<file path="src/rtl/mul_div_unit.sv">
// Iterative RISC-V M-extension multiply/divide unit.
// One shift-add or restoring shift-subtract step per cycle.
module mul_div_unit #(
   parameter int WIDTH = 32
) (
   input  logic             clk,
   input  logic             rst,
   input  logic             Start,
   input  logic [2:0]       Funct3,
   input  logic [WIDTH-1:0] Op1,
   input  logic [WIDTH-1:0] Op2,
   output logic [WIDTH-1:0] Result,
   output logic             Busy,
   output logic             Done
);

   localparam int CW = $clog2(WIDTH + 1);
   localparam logic [CW-1:0] LAST = CW'(WIDTH - 1);
   localparam logic [WIDTH-1:0] MIN = {1'b1, {(WIDTH-1){1'b0}}};

   localparam logic [2:0] F_MUL    = 3'b000;
   localparam logic [2:0] F_MULH   = 3'b001;
   localparam logic [2:0] F_MULHSU = 3'b010;
   localparam logic [2:0] F_DIV    = 3'b100;
   localparam logic [2:0] F_REM    = 3'b110;

   typedef enum logic [1:0] {
      IDLE,
      CALC,
      DONE
   } state_t;

   state_t state, state_n;

   logic [CW-1:0]    cnt, cnt_n;
   logic [WIDTH-1:0] hi, hi_n;
   logic [WIDTH-1:0] lo, lo_n;
   logic [WIDTH-1:0] opb, opb_n;
   logic [2:0]       fn, fn_n;
   logic             neg, neg_n;
   logic [WIDTH-1:0] res, res_n;

   logic             s1, s2;
   logic [WIDTH-1:0] mag1, mag2;
   logic             div_zero, ovf;
   logic [WIDTH-1:0] special;
   logic             acc_neg;

   logic [WIDTH:0]   sum;
   logic [WIDTH:0]   rsh;
   logic [WIDTH:0]   diff;
   logic [WIDTH-1:0] step_hi, step_lo;

   logic [2*WIDTH-1:0] prod, prod_s;
   logic [WIDTH-1:0]   quo, rem;
   logic [WIDTH-1:0]   final_res;

   assign Busy   = (state == CALC);
   assign Done   = (state == DONE);
   assign Result = res;

   // Decode incoming operands: signs, magnitudes and the early-exit cases.
   always_comb begin
      s1 = 1'b0;
      s2 = 1'b0;
      unique case (1'b1)
         (Funct3 == F_MULH),
         (Funct3 == F_DIV),
         (Funct3 == F_REM): begin
            s1 = Op1[WIDTH-1];
            s2 = Op2[WIDTH-1];
         end
         (Funct3 == F_MULHSU): begin
            s1 = Op1[WIDTH-1];
         end
         default: ;
      endcase
      mag1 = s1 ? -Op1 : Op1;
      mag2 = s2 ? -Op2 : Op2;
      acc_neg = (Funct3[2] && Funct3[1]) ? s1 : (s1 ^ s2);
      div_zero = Funct3[2] && (Op2 == '0);
      ovf = ((Funct3 == F_DIV) || (Funct3 == F_REM))
            && (Op1 == MIN) && (Op2 == '1);
      special = '0;
      if (div_zero)
         special = Funct3[1] ? Op1 : '1;
      else if (ovf)
         special = Funct3[1] ? '0 : MIN;
   end

   // One iteration step: shift-add for multiply, restoring subtract for divide.
   always_comb begin
      sum  = {1'b0, hi} + (lo[0] ? {1'b0, opb} : '0);
      rsh  = {hi, lo[WIDTH-1]};
      diff = rsh - {1'b0, opb};
      if (!fn[2]) begin
         step_hi = sum[WIDTH:1];
         step_lo = {sum[0], lo[WIDTH-1:1]};
      end else if (!diff[WIDTH]) begin
         step_hi = diff[WIDTH-1:0];
         step_lo = {lo[WIDTH-2:0], 1'b1};
      end else begin
         step_hi = rsh[WIDTH-1:0];
         step_lo = {lo[WIDTH-2:0], 1'b0};
      end
   end

   // Apply the result sign and pick the half or quotient/remainder.
   always_comb begin
      prod   = {step_hi, step_lo};
      prod_s = neg ? -prod : prod;
      quo    = neg ? -step_lo : step_lo;
      rem    = neg ? -step_hi : step_hi;
      if (fn[2])
         final_res = fn[1] ? rem : quo;
      else if (fn == F_MUL)
         final_res = prod_s[WIDTH-1:0];
      else
         final_res = prod_s[2*WIDTH-1:WIDTH];
   end

   // Next-state logic and datapath loads for IDLE/CALC/DONE.
   always_comb begin
      state_n = state;
      cnt_n   = cnt;
      hi_n    = hi;
      lo_n    = lo;
      opb_n   = opb;
      fn_n    = fn;
      neg_n   = neg;
      res_n   = res;
      unique case (state)
         IDLE, DONE: begin
            state_n = IDLE;
            if (Start) begin
               fn_n  = Funct3;
               neg_n = acc_neg;
               cnt_n = '0;
               hi_n  = '0;
               lo_n  = Funct3[2] ? mag1 : mag2;
               opb_n = Funct3[2] ? mag2 : mag1;
               if (div_zero || ovf) begin
                  state_n = DONE;
                  res_n   = special;
               end else begin
                  state_n = CALC;
               end
            end
         end
         CALC: begin
            hi_n = step_hi;
            lo_n = step_lo;
            if (cnt == LAST) begin
               state_n = DONE;
               res_n   = final_res;
            end else begin
               cnt_n = cnt + 1'b1;
            end
         end
         default: state_n = IDLE;
      endcase
   end

   // State, counter and datapath registers.
   always_ff @(posedge clk or posedge rst) begin
      if (rst) begin
         state <= IDLE;
         cnt   <= '0;
         hi    <= '0;
         lo    <= '0;
         opb   <= '0;
         fn    <= '0;
         neg   <= 1'b0;
         res   <= '0;
      end else begin
         state <= state_n;
         cnt   <= cnt_n;
         hi    <= hi_n;
         lo    <= lo_n;
         opb   <= opb_n;
         fn    <= fn_n;
         neg   <= neg_n;
         res   <= res_n;
      end
   end

endmodule

</file>
<file path="config.mk">
export PLATFORM = sky130hd
export DESIGN_NAME = mul_div_unit
export DESIGN_NICKNAME = d
export VERILOG_FILES = /design/src/rtl/mul_div_unit.sv
export SDC_FILE = /design/constraint.sdc
export NUM_CORES = 1
export LEC_CHECK = 0
export BUFFER_PORTS_ARGS = -buffer_cell sky130_fd_sc_hd__buf_4
export CAP_MARGIN = 20
export CELL_PAD_IN_SITES_DETAIL_PLACEMENT = 1
export CELL_PAD_IN_SITES_GLOBAL_PLACEMENT = 2
export CORE_MARGIN = 2
export CORE_UTILIZATION = 34
export CTS_BUF_LIST = sky130_fd_sc_hd__clkbuf_8
export DETAILED_ROUTE_END_ITERATION = 6
export PLACE_DENSITY = 0.81
export SYNTH_ARGS = -nofsm -noshare
export SYNTH_HDL_FRONTEND = slang
export SYNTH_SLANG_ARGS = --single-unit
</file>
<file path="constraint.sdc">
create_clock -name clk -period 5.2 [get_ports clk]
set_clock_uncertainty 0.15 [all_clocks]
set_input_delay 0.52 -clock clk [delete_from_list [all_inputs] [get_ports clk]]
set_output_delay 0.52 -clock clk [all_outputs]
set_load 0.01 [all_outputs]
</file>
Yosys cells after proc, flatten, opt, wreduce, memory -nomap -nowiden:

Cells that the tools add are included.

* flip-flop bits (word level): 140
* bits of input ports: 70
* output and inout port bits: 34
* word-level logic and storage cells: 84

* $add $sub $neg: 8
* equal/unequal tests: 13
* multiplexer cells: 37
* bitwise operators: 1
* reduce and logical (&&, ||, !) cells: 17

Operators by type and width (number)
* 32-bit 2-to-1 mux: 22
* 32-bit case mux with 2 select lines: 3
* 32-bit negation: 4
* 32-bit == test (second input constant): 2
* 64-bit 2-to-1 mux: 1
* 64-bit negation: 1
* 32-bit by 32-bit adder with 33-bit output: 1
* 33-bit by 32-bit subtractor with 33-bit output: 1
* 32-bit zero test: 1
* 6-bit 2-to-1 mux: 2
* 6-bit case mux with 2 select lines: 1
* 6-bit by 1-bit adder with 6-bit output (second input constant): 1
* 3-bit == test (second input constant): 2
* 6-bit by 5-bit == test with 1-bit output (second input constant): 1
* 2-bit 2-to-1 mux: 3
* 2-bit inequality test (second input constant): 3
* 1-bit logical AND: 4
* 1-bit 2-to-1 mux: 4
* 2-bit case mux with 2 select lines: 1
* 2-bit AND reduction: 2
* 4-bit AND reduction: 1
* 4-bit OR reduction: 1
* 3-bit by 1-bit == test with 1-bit output (second input constant): 1
* 3-bit by 2-bit == test with 1-bit output (second input constant): 1
* other kinds (11): 12

Depth between registers and ports, before layout:

Gate-level depths: netlist of the first run.

* word-level depth: 9
* gate-level depth with buffers: 24
* gate-level depth less buffers: 23

Worst setup path after synthesis of the first run:

No wires, ideal clock.

* path kind: flip-flop to flip-flop
* from: reg lo[31]
* to: reg res[20], in the netlist Result[20]
* setup time: 0.132 ns
* arrival: 5.129 ns
* data required time: 4.918 ns
* slack: -0.211 ns
* stages on the path, launching flop included: 25
* buffers on the path: 2
* clock period less this slack: 5.411 ns
* cells stage by stage: dfrtp_1 inv_1 ha_1 inv_1 fa_1 a211oi_2 nor4_4 o21ai_2 a21oi_4 o31ai_2 buf_6 nor2_1 a21oi_1 ha_1 o21ai_0 nand2b_1 nor2_1 nand2_1 or3_1 clkbuf_1 or4_1 o41ai_1 xor2_1 o21a_1 o21ai_0

* longest elaborated chain between the ends: 9
* elaborated cells between the ends (all ways): 16
* those cells by class: add/sub (4); mux (12)

RTL lines
* start: declaration: RTL line 37 `logic [WIDTH-1:0] lo, lo_n;`
* start signal: assignment: RTL line 179 `lo <= lo_n;`
* 33-bit by 32-bit subtractor with 33-bit output: RTL line 95 `diff = rsh - {1'b0, opb};`
* 1-bit 2-to-1 mux or 32-bit 2-to-1 mux (tied branches): RTL line 99 `end else if (!diff[WIDTH]) begin`
* 32-bit 2-to-1 mux: RTL line 96 `if (!fn[2]) begin`
* 64-bit negation, or another cell as far along: RTL line 111 `prod_s = neg ? -prod : prod;`
* 64-bit 2-to-1 mux, or another cell as far along: RTL line 111
* 32-bit 2-to-1 mux, on equally long branches: RTL line 116, 115
* 32-bit 2-to-1 mux *: RTL line 114 `if (fn[2])`
* 32-bit 2-to-1 mux *: RTL line 153 `if (cnt == LAST) begin`
* 32-bit case mux with 2 select lines *: RTL line 132 `unique case (state)`
* end signal: assignment: RTL line 183 `res <= res_n;`
* end: declaration: RTL line 41 `logic [WIDTH-1:0] res, res_n;`

Mark *: on every way between the ends. The rest lies on a longest branch, timed or not. The select of a mux whose other input is x is not followed.
A chain may end at the register's enable or synchronous reset.

Final worst setup path of the first run:

* from: reg lo[0]
* to: reg res[30], in the netlist Result[30]

* longest elaborated chain between the ends: 9
* elaborated cells between the ends (all ways): 15
* those cells by class: add/sub (4); mux (11)

RTL lines
* 32-bit 2-to-1 mux: RTL line 93 `sum = {1'b0, hi} + (lo[0] ? {1'b0, opb} : '0);`
* 32-bit by 32-bit adder with 33-bit output: RTL line 93
* 32-bit 2-to-1 mux: RTL line 96
* 64-bit negation or 32-bit negation (tied branches): RTL line 111, 113
* 64-bit 2-to-1 mux or 32-bit 2-to-1 mux (tied branches): RTL line 111, 113
* 32-bit 2-to-1 mux, on equally long branches: RTL line 116, 115
* 32-bit 2-to-1 mux *: RTL line 114
* 32-bit 2-to-1 mux *: RTL line 153
* 32-bit case mux with 2 select lines *: RTL line 132

Marks and branches as above.

==> results of run 1 <==
-- flip-flops by register name, summed over array words and instances, names as in the netlist --
| signal | cells |
|---|---|
| Result | 32 |
| hi | 32 |
| lo | 32 |
| opb | 32 |
| cnt | 6 |
| fn | 3 |
| state | 2 |
| neg | 1 |
-- repair_timing --
item / 4_1_cts / 5_1_grt
endpoints found under the hold margin: 63 / 0
setup endpoints to repair: 14 / 20
hold buffers: 1 / 0
pin swaps: 2 / 18
resized for setup: 12 / 47
buffers inserted: 0 / 8
-- power by group through the flow --
stage	sequential [mW]	clock [mW]	combinational [mW]
2_1_floorplan	2.01	0	8.16
3_3_place_gp	2.17	0	13.5
3_5_place_dp	2.19	0	13.7
4_1_cts	2.18	1.02	13.8
5_1_grt	2.26	1.06	15.2
6_report	2.19	1.02	14.3
-- worst register-to-register path: stages (launching register included) --
cell and delay, ps:
dfrtp_1 410, inv_1 100, buf_12 200, nor2_2 100, ha_1 310, a211oi_2 260, o21ai_2 150, buf_4 170
o211ai_1 360, nand3_1 200, a21boi_0 230, and4b_1 290, or3_1 450, or4b_1 560, or4b_1 590, o31a_1 260
o32ai_1 270
-- synthesized netlist by cell type, types with 7 or more instances --
master     instances
o21a_1            12
o31ai_1           34
buf_2             24
nor2_1           224
nor4_1            27
o21ai_0          230
or4_1             24
o211ai_1          52
o311ai_0           7
a221oi_1          10
a211oi_1          21
clkbuf_1         109
and2_1            14
o221ai_1          41
mux2_2            10
mux2i_1           52
ha_1              70
nand3_1           44
o41ai_1           13
o2111ai_1         11
nand4_1           28
a21o_1            31
nand2b_1          11
inv_1             79
xnor2_1           90
o21ai_1           13
and3_1            10
a22o_1            16
a2111oi_0         11
a21oi_1          179
xor2_1            70
buf_1              9
o21bai_1           7
a31oi_1           33
dfrtp_1          140
or2_2             21
nor3_1            73
or3_1             33
and4_1             7
nor2b_1           10
o211a_1            8
nand2_1          259
-- cell type report --
type / instances / area (um2) / share of cell area
Clock inverter: 15 / 176 / 0.00881
Inverter: 82 / 313 / 0.0156
Clock buffer: 17 / 234 / 0.0117
Timing Repair Buffer: 296 / 2290 / 0.114
Multi-Input combinational cell: 1936 / 12700 / 0.633
Tap cell: 664 / 831 / 0.0415
Sequential cell: 140 / 3510 / 0.175
-- path summary, 6_finish.rpt --
path | from | depth (start not counted) | endpoint
setup / recovery | lo[0]$_DFFE_PP0P_ | 16 | Result[30]$_DFFE_PP0P_
hold / removal | Funct3[0] | 3 | fn[0]$_DFFE_PP0P_
setup reg to reg | lo[0]$_DFFE_PP0P_ | 16 | Result[30]$_DFFE_PP0P_
hold reg to reg | opb[18]$_DFFE_PP0P_ | 2 | opb[18]$_DFFE_PP0P_
max in group asynchronous | rst | 4 | cnt[5]$_DFFE_PP0P_
min in group asynchronous | rst | 3 | opb[5]$_DFFE_PP0P_
-- logic make-up after synthesis --
logic type	count (synthesis)	synth area share
AOI/OAI and AO/OA	820	0.324
xor gates and xnor gates	160	0.0836
adders and majority gates	72	0.0547
DFF	140	0.209
buffers and inverters	227	0.0540
and+or+nand+nor	819	0.233
muxes	65	0.0418
-- metal layers --
layer,GRT usage,vias up,wire length [um]
met5,0,-,12
met4,0.173,2,5050
met3,0.0422,206,5120
met2,0.561,770,40400
met1,0.429,9866,35900
li1,-,8923,-
==> flow_summary.toml, run 1 <==
[outcome]
status = "completed"

[clock_network]
clockBufferDepth = 2
numCtsBuffers = 17
cts_tree = "done"
clock_sinks = 140
htree_levels = 4
cts_root_buf = "clkbuf_8"
insertion_delay_ps = 540
clk_pin_slew_ps = 110

[route]
wl_um = 86600
firstDrtPassIters = 5
drtIter0Drc = 1697
detail-route-antenna-nets = 0
drc = 0
via_per_inst = 6.28
post_drt_wl_per_cell_um = 27.5
num_vias = 19800

[worst_hold_path]
min_path_type = "input port to flop"

[power_and_ir_drop]
clockPowerShare = 0.058
pwr-share-comb = 0.817
cellPowerDensity_nw_per_um2 = 874
pwr-share-seq = 0.125
vdd.ir_drop.worst_uv = 296
p_int_mw = 7.26
p_total_mw = 17.5
p_leak_nw = 8.08
p_sw_mw = 10.3
swShare = 0.586

[floorplan]
die-area_um2 = 51100
die_y_um = 226
io_pins = 104
rows = 81
die_w_um = 226
start_util = 0.344
coreArea_um2 = 48700

[cells_and_area]
mostFrequentLayoutCells = "290 x buf_4, 258 x nand2_1, 227 x o21ai_0"
fillers = 6052
fin_nets = 2615
finalNonFillerCells = 3150
finalInstanceArea_um2 = 20000
areaGrowthSynthToFinish_pct = 19.6
layout_commonest_cell = "buf_4"
antennaDiodeCount = 0
drive_above_1_share = 0.182
post-route-util = 0.411

[worst_setup_path]
critPathMaxFanout = 32
crit_type = "flop to flop"
endpoint_kind = "flop"
cpMostUsedCell = "or4b_1"
worst_path_max_delay_cell = "or4b_1"
r2r_slack_ps = 60
crit_family = "simple AND/OR/NAND/NOR gates"
crit_arrival_ps = 5430
crit_path_cell_trace = "inv_1 -> buf_12 -> nor2_2 -> ha_1 -> a211oi_2 -> o21ai_2 -> buf_4 -> o211ai_1 -> nand3_1 -> a21boi_0 -> and4b_1 -> or3_1 -> or4b_1 -> or4b_1 -> o31a_1 -> o32ai_1"
cp.required_ps = 5500
setup.worst_path.start_class = "flop"
path_buf_inv = 3
max_stage_delay_ps = 580

[global_route]
antenna_found_initial = 6
grt_usage = 0.338
grt-ovfl-total = 0
first_global_vias = 19700
grt_pass1_wl_um = 128000
grt_max_degree = 105

[sta]
post-route-period-util = 0.988
drv_slew = 0
period_minus_slack_ps = 5140
hold_violations = 0
fmaxAchievable_ghz = 0.195
worst_slack_ps = 62.1
setup_viol = 0
worst_pin_slew_ps = 961
slew_headroom = 0.358
fin_tns_setup_ps = 0
hold_slack_ps = 79.3
rsz0062_at_grt = "yes"

[logic_synthesis]
synth-seq-cells = 140
syn-num-nets = 2445
postSynthCellCount = 2303
synth-seq-area-share = 0.209
syn_area_um2 = 16800
ys.flop_type = "dfrtp_1"
synth_area_leaders = "dfrtp_1 21%, o21ai_0 6.9%, nand2_1 5.8%"
synth_edf_count = 0
synth.avg_cell_area_um2 = 7.28
yosys_warnings = 0
async_reset_ff_frac = 1.00
netlist.area_leader.share = 0.209
synth_area_leader_cell = "dfrtp_1"
synth.distinct_cells = 103

[placement]
pre_cts_ws_ps = -264
gp_congestion = 1.00
detailed_place_hpwl_um = 69700
dp_cells = 3109
io_buffers = 103
post_dp_cell_area_um2 = 19300

[run]
maxCapViolCount = 0
(Power assumes the default switching activity.)
==> run 2: changes to the inputs <==
--- a/config.mk
+++ b/config.mk
@@ -14,6 +14,7 @@
 export CTS_BUF_LIST = sky130_fd_sc_hd__clkbuf_8
 export DETAILED_ROUTE_END_ITERATION = 6
 export PLACE_DENSITY = 0.81
+export REMOVE_ABC_BUFFERS = 1
 export SYNTH_ARGS = -nofsm -noshare
 export SYNTH_HDL_FRONTEND = slang
 export SYNTH_SLANG_ARGS = --single-unit
==> run 2 against run 1 <==
Against the previous run:
- non-clock buffer count increased by 55
- die area unchanged
- maximum frequency increased by 1.6%
- register-to-register slack improved by 80 ps
- critical path type unchanged
- critical endpoint is now Result[21]$_DFFE_PP0P_
- largest cell class unchanged
- largest power group unchanged
==> flow_summary.toml, run 2 (synthesis results as in run 1) <==
[outcome]
status = "completed"

[clock_network]
cts_root_buf = "clkbuf_8"
insertion_delay_ps = 540
clk_pin_slew_ps = 80
clockBufferDepth = 2
cts_tree = "done"
clock_sinks = 140
numCtsBuffers = 17
htree_levels = 4

[sta]
fin_tns_setup_ps = 0
fmaxAchievable_ghz = 0.198
worst_pin_slew_ps = 1090
period_minus_slack_ps = 5060
post-route-period-util = 0.973
hold_violations = 0
drv_slew = 0
slew_headroom = 0.269
setup_viol = 0

[route]
num_vias = 19600
post_drt_wl_per_cell_um = 25.5
firstDrtPassIters = 5
wl_um = 81900
detail-route-antenna-nets = 0
via_per_inst = 6.13
drc = 0
drtIter0Drc = 1691

[worst_setup_path]
cp.required_ps = 5470
endpoint_kind = "flop"
setup.worst_path.start_class = "flop"
critPathMaxFanout = 14
crit_family = "compound AO/OA/AOI/OAI gates"
max_stage_delay_ps = 560
worst_path_max_delay_cell = "or4_4"
crit_arrival_ps = 5330
crit_path_cell_trace = "inv_1 -> ha_1 -> and4_2 -> nand4_1 -> buf_4 -> a21oi_4 -> buf_4 -> o21ai_1 -> buf_6 -> a2111oi_4 -> o2bb2ai_1 -> or4_4 -> or2_0 -> buf_4 -> o211a_1 -> o31a_1 -> o21ai_1"
cpMostUsedCell = "buf_4"
crit_type = "flop to flop"
path_buf_inv = 5

[floorplan]
die_y_um = 226
start_util = 0.344
coreArea_um2 = 48700
die-area_um2 = 51100
rows = 81
io_pins = 104
die_w_um = 226

[global_route]
grt_pass1_wl_um = 123000
use_met2 = 0.529
grt_usage = 0.320
antenna_found_initial = 3
top_usage_layer = "met2"
grt_util_met1 = 0.419
first_global_vias = 20000
grt-ovfl-total = 0
grt_max_degree = 105
gr-usage-met3 = 0.0381

[cells_and_area]
fillers = 6124
finalInstanceArea_um2 = 20400
mostFrequentLayoutCells = "344 x buf_4, 256 x nand2_1, 224 x o21ai_0"
area.sequential_um2 = 3510
drive_above_1_share = 0.200
multiInputGateArea_um2 = 12700
fin_nets = 2670
areaGrowthSynthToFinish_pct = 21.6
layout_commonest_cell = "buf_4"

[placement]
io_buffers = 103
detailed_place_hpwl_um = 65800
gp_congestion = 0.987
post_dp_cell_area_um2 = 19600

[power_and_ir_drop]
p_leak_nw = 8.35
vdd.ir_drop.worst_uv = 278
p_total_mw = 17.5
cellPowerDensity_nw_per_um2 = 857

[run]
maxCapViolCount = 0

[worst_hold_path]
min_path_type = "input port to flop"
[run 2: cell count changes in the layout (fill, tap and decap cells not counted), moves of 4 or more]
| cell | previous run | this run |
|---|---|---|
| o21ai_1 | 13 | 17 |
| inv_6 | 6 | 1 |
| buf_4 | 290 | 344 |
| ha_1 | 61 | 66 |
| clkinv_2 | 0 | 7 |
| ha_2 | 7 | 3 |
[run 2: final timing paths]
check | slack, ps | from | depth (start not counted) | endpoint
worst max-delay path | 140 | opb[22]$_DFFE_PP0P_ | 17 | Result[21]$_DFFE_PP0P_
worst min-delay path | 110 | Funct3[0] | 3 | fn[0]$_DFFE_PP0P_
worst max register to register | 140 | opb[22]$_DFFE_PP0P_ | 17 | Result[21]$_DFFE_PP0P_
worst min register to register | 330 | opb[4]$_DFFE_PP0P_ | 2 | opb[4]$_DFFE_PP0P_
max in group asynchronous | 3270 | rst | 4 | hi[9]$_DFFE_PP0P_
min in group asynchronous | 440 | rst | 3 | lo[4]$_DFFE_PP0P_
[run 2: cell type report]
class	count	share of cell area
diodes	1	0.000123
clock buffers	19	0.0128
clock inverters	12	0.00485
inverters	82	0.0154
multi-input cells	1936	0.622
flip-flops and latches	140	0.172
well taps	664	0.0408
repair buffers	351	0.132
[run 2: timing repair]
item / CTS / global route
hold endpoints to repair: 54 / 0
endpoints found under the setup margin: 9 / 20
pin swaps: 3 / 16
resized for setup: 9 / 67
setup buffers: 0 / 7
hold buffers: 1 / 0
[run 2: metal layers]
layer | part of all wire | vias to the layer above
li1 | - | 9039
met1 | 0.43 | 9816
met2 | 0.46 | 647
met3 | 0.060 | 147
met4 | 0.042 | 0
met5 | 0 | -
[run 2: power by group]
| group | internal [mW] | switching (mW) |
|---|---|---|
| Clock | 0.395 | 0.512 |
| Combinational | 5.51 | 8.86 |
| Sequential | 1.62 | 0.560 |
[run 2: worst min-delay path, delay by kind of cell]
kind                   cells  cell delay [ps]
buffers and inverters      1              120
and+or+nand+nor            2              120
[run 2: through the flow]
step | util | hold slack (ps) | worst slack [ps] | cells
6_report | 0.418 | 112 | 142 | 3205
5_1_grt | 0.418 | 154 | -2.18 | 3205
4_1_cts | 0.411 | 79.8 | 0.142 | 3197
3_5_place_dp | 0.403 | 322 | -199 | 3165
3_3_place_gp | 0.403 | 315 | -0.431 | 3165
2_1_floorplan | - | 300 | -2580 | 2158
